$ cat config.mk
export PLATFORM = sky130hd
export DESIGN_NAME = riscv_muldiv_unit
export DESIGN_NICKNAME = d
export VERILOG_FILES = /design/src/rtl/riscv_muldiv_unit.sv
export SDC_FILE = /design/constraint.sdc
export NUM_CORES = 1
export LEC_CHECK = 0
export ABC_AREA = 1
export CAP_MARGIN = 15
export CELL_PAD_IN_SITES_DETAIL_PLACEMENT = 1
export CELL_PAD_IN_SITES_GLOBAL_PLACEMENT = 2
export CORE_ASPECT_RATIO = 1.1
export CORE_MARGIN = 5
export CORE_UTILIZATION = 34
export CTS_BUF_LIST = sky130_fd_sc_hd__clkbuf_4
export DETAILED_ROUTE_END_ITERATION = 12
export HOLD_SLACK_MARGIN = 0.08
export PLACE_DENSITY = 0.94
export SLEW_MARGIN = 10
export SYNTH_ARGS = -nofsm -noshare
export SYNTH_HDL_FRONTEND = slang
export SYNTH_SLANG_ARGS = --single-unit
export TNS_END_PERCENT = 20
$ cat constraint.sdc
create_clock -name clk -period 5.3 [get_ports clk]
set_input_delay 1.06 -clock clk [delete_from_list [all_inputs] [get_ports clk]]
set_output_delay 1.06 -clock clk [all_outputs]
set_load 0.01 [all_outputs]
$ cat src/rtl/riscv_muldiv_unit.sv
// Iterative RV32M/RV64M multiply/divide unit: shift-add multiplier and restoring
// divider, one bit per clock, behind a valid/ready handshake.
module riscv_muldiv_unit #(
    parameter int XLEN  = 32,
    parameter int CNT_W = $clog2(XLEN) + 1
) (
    input  logic            clk,
    input  logic            reset,
    input  logic            in_valid,
    output logic            in_ready,
    input  logic [2:0]      funct3,
    input  logic [XLEN-1:0] src1,
    input  logic [XLEN-1:0] src2,
    input  logic            flush,
    output logic            out_valid,
    input  logic            out_ready,
    output logic [XLEN-1:0] result,
    output logic            busy
);

    typedef enum logic [1:0] {IDLE, CALC, DONE} state_t;

    localparam logic [2:0] OP_MUL    = 3'b000;
    localparam logic [2:0] OP_MULH   = 3'b001;
    localparam logic [2:0] OP_MULHSU = 3'b010;
    localparam logic [XLEN-1:0] MOST_NEG = {1'b1, {(XLEN-1){1'b0}}};

    state_t            state_q;
    logic [CNT_W-1:0]  cnt_q;
    logic [2:0]        op_q;
    logic              negq_q, negr_q;
    logic [2*XLEN-1:0] a_q, p_q;
    logic [XLEN-1:0]   b_q;
    logic [XLEN-1:0]   result_q;
    logic              out_valid_q;

    // Request decode
    logic              is_div, sgn_div, s1, s2, div0, ovf, special;
    logic [XLEN-1:0]   mag1, mag2, spec_res;

    always_comb begin
        is_div   = funct3[2];
        sgn_div  = is_div & ~funct3[0];
        s1       = is_div ? (sgn_div & src1[XLEN-1])
                          : (((funct3 == OP_MULH) || (funct3 == OP_MULHSU)) & src1[XLEN-1]);
        s2       = is_div ? (sgn_div & src2[XLEN-1])
                          : ((funct3 == OP_MULH) & src2[XLEN-1]);
        mag1     = s1 ? -src1 : src1;
        mag2     = s2 ? -src2 : src2;
        div0     = is_div && (src2 == '0);
        ovf      = sgn_div && (src1 == MOST_NEG) && (src2 == '1);
        special  = div0 | ovf;
        if (div0) spec_res = funct3[1] ? src1 : '1;
        else      spec_res = funct3[1] ? '0 : MOST_NEG;
    end

    // One iteration of the datapath plus the sign-corrected result of the last one
    logic [2*XLEN-1:0] a_d, p_d, prod_d;
    logic [XLEN-1:0]   b_d, quot_d, rem_d, fin_d;
    logic [XLEN:0]     rem_sh, diff;
    logic              ge;

    always_comb begin
        rem_sh = {p_q[XLEN-1:0], b_q[XLEN-1]};
        diff   = rem_sh - {1'b0, a_q[XLEN-1:0]};
        ge     = ~diff[XLEN];
        if (op_q[2]) begin
            a_d = a_q;
            b_d = {b_q[XLEN-2:0], ge};
            p_d = {{XLEN{1'b0}}, (ge ? diff[XLEN-1:0] : rem_sh[XLEN-1:0])};
        end else begin
            a_d = a_q << 1;
            b_d = b_q >> 1;
            p_d = p_q + (b_q[0] ? a_q : '0);
        end
        prod_d = negq_q ? -p_d : p_d;
        quot_d = negq_q ? -b_d : b_d;
        rem_d  = negr_q ? -p_d[XLEN-1:0] : p_d[XLEN-1:0];
        if (op_q[2])              fin_d = op_q[1] ? rem_d : quot_d;
        else if (op_q == OP_MUL)  fin_d = prod_d[XLEN-1:0];
        else                      fin_d = prod_d[2*XLEN-1:XLEN];
    end

    always_ff @(posedge clk or negedge reset) begin
        if (!reset) begin
            state_q     <= IDLE;
            cnt_q       <= '0;
            op_q        <= '0;
            negq_q      <= 1'b0;
            negr_q      <= 1'b0;
            a_q         <= '0;
            b_q         <= '0;
            p_q         <= '0;
            result_q    <= '0;
            out_valid_q <= 1'b0;
        end else begin
            case (state_q)
                IDLE: begin
                    if (in_valid && !flush) begin
                        op_q   <= funct3;
                        negq_q <= s1 ^ s2;
                        negr_q <= s1;
                        if (special) begin
                            result_q    <= spec_res;
                            out_valid_q <= 1'b1;
                            state_q     <= DONE;
                        end else begin
                            cnt_q   <= CNT_W'(XLEN);
                            a_q     <= {{XLEN{1'b0}}, (is_div ? mag2 : mag1)};
                            b_q     <= is_div ? mag1 : mag2;
                            p_q     <= '0;
                            state_q <= CALC;
                        end
                    end
                end
                CALC: begin
                    if (flush) begin
                        state_q <= IDLE;
                    end else begin
                        a_q   <= a_d;
                        b_q   <= b_d;
                        p_q   <= p_d;
                        cnt_q <= cnt_q - CNT_W'(1);
                        if (cnt_q == CNT_W'(1)) begin
                            result_q    <= fin_d;
                            out_valid_q <= 1'b1;
                            state_q     <= DONE;
                        end
                    end
                end
                DONE: begin
                    if (flush || out_ready) begin
                        out_valid_q <= 1'b0;
                        state_q     <= IDLE;
                    end
                end
                default: begin
                    out_valid_q <= 1'b0;
                    state_q     <= IDLE;
                end
            endcase
        end
    end

    assign in_ready  = (state_q == IDLE) && !flush;
    assign busy      = (state_q != IDLE);
    assign out_valid = out_valid_q;
    assign result    = result_q;

endmodule

Word level (Yosys, flattened, before mapping) --
Index checks and enable logic that the tools add are counted.
Word-level totals: flip-flop bits (word level) 206, output and inout port bits 35, word-level logic and storage cells 114, input port bits 72
Operators by class: bitwise operators 9, equality and inequality tests 15, mux-type cells 53, reduce and logical (&&, ||, !) cells 19, add/subtract/negate cells 8
Operator list (number):
- 2-to-1 mux 32 bit | 21
- 2-to-1 mux 64 bit | 10
- one-hot mux 64 bit (2 select lines) | 2
- negator 32 bit | 4
- one-hot mux 32 bit (2 select lines) | 2
- adder 64 bit | 1
- == test 32 bit (second input constant) | 2
- negator 64 bit | 1
- subtractor 33 x 32 -> 33 bit | 1
- zero test 32 bit | 1
- 2-to-1 mux 6 bit | 3
- AND reduction 5 bit | 3
- inequality test 2 bit (second input constant) | 7
- one-hot mux 6 bit (2 select lines) | 1
- 2-to-1 mux 2 bit | 5
- 2-to-1 mux 1 bit | 7
- == test 6 x 1 -> 1 bit (second input constant) | 1
- one-hot mux 2 bit (3 select lines) | 1
- subtractor 6 x 1 -> 6 bit (second input constant) | 1
- bitwise AND 1 bit | 5
- logical AND 1 bit | 5
- AND reduction 4 bit | 1
- nonzero test 2 bit | 2
- == test 3 x 1 -> 1 bit (second input constant) | 1
- other kinds (14) | 16

Longest topological paths before layout --
word-level depth 10, mapped depth 34, mapped depth without buffers 32

Worst setup path after synthesis --
Ideal clock, no wire load.
path type flip-flop to flip-flop, start reg a_q[0], end reg result_q[26], in the netlist result[26], setup time 122 ps, buffers on the path 1, stages on the path, launching flop included 30, slack 1171 ps, required time 5178 ps, arrival 4007 ps, path through dfrtp_1 ha_1 fa_1 inv_1 nand2_1 nand2_1 nand3_1 nand2_1 nand2_1 nand2_2 nand2_4 nand3_4 nand2_8 buf_6 a21boi_0 ha_1 inv_1 nor2_1 nand4_1 nor2_1 nand4_1 o21ai_1 o21ai_0 o21bai_1 o21ai_0 a21oi_1 nor2_1 a21oi_1 nand2_1 a21boi_1
Between the ends: longest elaborated chain between the ends 10
Ends and longest elaborated chain:
- from (decl) | RTL line 32 | logic [2*XLEN-1:0] a_q, p_q;
- from (signal assigned) | RTL line 109 | a_q <= {{XLEN{1'b0}}, (is_div ? mag2 : mag1)};
- 2-to-1 mux 64 bit or subtractor 33 x 32 -> 33 bit (tied branches) | RTL line 74, 65
- adder 64 bit (tied with other cells) | RTL line 74 | p_d = p_q + (b_q[0] ? a_q : '0);
- 2-to-1 mux 64 bit or 2-to-1 mux 32 bit (tied branches) | RTL line 67 | if (op_q[2]) begin
- negator 64 bit (tied with other cells) | RTL line 76 | prod_d = negq_q ? -p_d : p_d;
- 2-to-1 mux 64 bit (tied with other cells) | RTL line 76
- 2-to-1 mux 32 bit (on tied branches) | RTL line 80, 79
- 2-to-1 mux 32 bit (*) | RTL line 79 | if (op_q[2]) fin_d = op_q[1] ? rem_d : quot_d;
- 2-to-1 mux 32 bit (*) | RTL line 124 | if (cnt_q == CNT_W'(1)) begin
- 2-to-1 mux 32 bit (*) | RTL line 117 | if (flush) begin
- one-hot mux 32 bit (2 select lines) (*) | RTL line 97 | case (state_q)
- to (signal assigned) | RTL line 104 | result_q <= spec_res;
- to (signal assigned) | RTL line 125 | result_q <= fin_d;
- to (decl) | RTL line 34 | logic [XLEN-1:0] result_q;
Mark *: on every way between the ends. The rest lies on a longest branch, timed or not. The select of a mux whose other input is x is not followed. A chain may end at the register's enable or synchronous reset.

Final worst setup path --
start reg a_q[0], end reg result_q[16], in the netlist result[16]
Same word-level chain as after synthesis.

==> metrics <==
CORE AREA 76300 µm²; root buf cell clkbuf_4; ys async rst share 1.00; Mapped Avg Cell Area 5.60 µm²; Final Max Tran Viols 0; f_max 0.201 GHz; initial drt markers 2654; Synth Flop Type dfrtp_1; Tcrit/Tclk final 0.941; DRT Pass-1 Iters 5; Crit path required time 6.06 ns; crit path capture type register; Hold Crit Class input pin to async pin; Synth area leaders nand2_1 (22%), dfrtp_1 (20%), inv_1 (11%); nets 4994; Lkg Pwr 16.2 nW; total power 18.5 mW; Most common cell on crit path nand2_1; crit path DAT 5.74 ns; maxcap violations 0; unrepaired setup endpoints after global routing no; Max-slew headroom 0.286; setup repair bufs after CTS 0; critical path class register to register; post-synthesis register bit count 206; Final min period 4.99 ns; clk buf depth 3; total gr overflow 0; NetSw 11.5 mW; worst vdd ir 0.341 mV; via count 32.2k; Mapped Nets 4855; PwrDens 623 nW/µm²; clock buffer count from CTS 69; crit start category register; Post-synth EDFFs 0; vias in the first global route 32.2k; first-pass GRT wire length 202000 µm; All-Layer GR Usage 0.321; Skew-Pair Late Insertion Delay 0.84 ns; dominant cell type by area after synthesis nand2_1; internal power 7.00 mW; DIE HEIGHT 301 µm; synthesis-to-layout area growth 13.2%; setup TNS 0 ns; sequential power share 0.144; # IOs 107; Sw Share 0.621; Sink Count 206; Fill cells 10.8k; layout cells sized above 1 0.0773; share of the synthesized area in the top cell type 0.219; CTS H-tree lvls 3; die area 82700 µm²; crit-path max cell delay 0.40 ns; pin count of the biggest net entering global routing 99; DRC 0; Via density 5.48; DP HPWL 111000 µm; port bufs 106; post-route antenna net violation count 0; outcome finished clean; r2r setup slk 0.31 ns; Yosys warnings 0; sequential-to-total area share from yosys stat 0.197; Distinct cells, synth 57; Clock Power Share 0.091; die width 275 µm; most common cell in the synthesized netlist nand2_1; worst clock skew 0.0592 ns; wire per inst 23.2 µm; dpl cells 5773; Mapped Area 26200 µm²; final setup violation count 0; CP max FO 5; combinational power share 0.765; Worst-Margin Slew 1.07 ns; initial antenna violation count 6; clock-pin slew on the worst setup and hold paths 0.07 ns; initial core utilization 0.343; Core Rows 106; final wirelength 137000 µm; Layout Cells excl Fill 5882; post-synthesis cell count 4679; Crit-path slowest cell dfrtp_1; Synth top cells by count nand2_1 (1525), inv_1 (733), nor2_1 (419); routability congestion estimate 1.04; CTS tree yes; Fin. Hold Viols 0
## kinds of logic (layout without fill, tap and decap cells)
kind of cell             count (synthesis)  after routing  share of synthesized area
adder cells (fa/ha/maj)                104            104                     0.0503
AO/OA/AOI/OAI                          768            768                      0.167
XOR/XNOR                               105            105                     0.0351
AND/OR/NAND/NOR                       2588           2588                      0.418
flip-flops                             206            206                      0.197
buffers and inverters                  908           1082                      0.132
other                                    0              3                          0
## path summary, 6_finish.rpt
kind / from / end / cells after the start
max in group asynchronous: reset / op_q[2] / 2
min in group clk: a_q[63] / a_q[63] / 2
worst min register to register: a_q[63] / a_q[63] / 2
worst max register to register: a_q[0] / result[16] / 30
worst max-delay path: a_q[0] / result[16] / 30
worst min-delay path: reset / a_q[18] / 1
## cell type report
| type | instances | area, µm² | share of cell area |
|---|---|---|---|
| Clock inverter | 12 | 60.1 | 0.00203 |
| Clock buffer | 94 | 706 | 0.0238 |
| Timing Repair Buffer | 222 | 1990 | 0.0670 |
| Multi-Input combinational cell | 3565 | 17600 | 0.594 |
| Antenna cell | 3 | 7.51 | 0.000253 |
| Inverter | 754 | 2830 | 0.0956 |
| Sequential cell | 206 | 5160 | 0.174 |
| Tap cell | 1026 | 1280 | 0.0433 |
## per-stage QoR
| stage | setup slack (ns) | hold WS, ns | util | area (µm²) |
|---|---|---|---|---|
| after global routing | 0.0562 | 0.234 | 0.389 | 29600 |
| final | 0.313 | 0.214 | 0.389 | 29600 |
| after CTS | 0.343 | 0.198 | 0.389 | 29600 |
| after floorplan | 1.17 | 0.453 | - | 26200 |
| after global placement | 0.549 | 0.471 | 0.378 | 28900 |
| after detailed placement | 0.408 | 0.483 | 0.378 | 28900 |
## per-layer routing
metal	part of all wire	vias to the layer above	track usage
li1	-	15200	-
met2	0.46	1202	0.527
met3	0.062	391	0.0459
met4	0.079	4	0.210
met5	0.00019	-	0
met1	0.40	15400	0.391
## worst max-delay path: cells and delay by family (launching register included)
family,cells,cell delay (ns)
AOI/OAI and AO/OA,2,0.35
adders and majority gates,2,0.70
buffers and inverters,5,0.56
DFF,1,0.40
and+or+nand+nor,21,2.89
## power by group through the flow
stage               combinational (mW)  clock [mW]  sequential, mW
floorplan                         8.39           0            2.43
global placement                  13.5           0            2.63
CTS                               13.8        1.71            2.64
detailed placement                13.7           0            2.65
finish                            14.1        1.68            2.65
global route                      15.1        1.79            2.71
## timing repair
item	4_1_cts	5_1_grt
hold buffers	0	0
resized for setup	0	3
setup endpoints to repair	0	6
## cell usage in the layout (no fill, tap or decap), types with 6 or more instances in the layout
cell and count:
buf_4 111, nor2_2 18, inv_2 20, clkdlybuf4s50_1 104
nand3_1 367, nor4_1 18, or2_2 54, o21bai_1 18
nor3_1 44, ha_1 102, clkinv_1 9, xor2_1 86
o21ai_0 338, a22oi_1 14, o221ai_1 12, a21oi_1 208
a31oi_1 11, o31ai_1 19, clkbuf_4 94, o22ai_1 20
a21boi_1 25, nand2_2 34, nor2_4 6, nor2_1 417
nand2_1 1525, o211ai_1 63, nand4_1 52, o21a_1 12
o21ai_1 7, dfrtp_1 203, nand3b_1 30, xnor2_1 19
inv_1 731
## sequential cells by signal, indices dropped and copies added, names as in the netlist
| signal | count |
|---|---|
| a_q | 64 |
| b_q | 32 |
| cnt_q | 6 |
| negq_q | 1 |
| negr_q | 1 |
| op_q | 3 |
| out_valid | 1 |
| p_q | 64 |
| result | 32 |
| state_q | 2 |
Note: power is estimated with default switching activity, not from simulation.
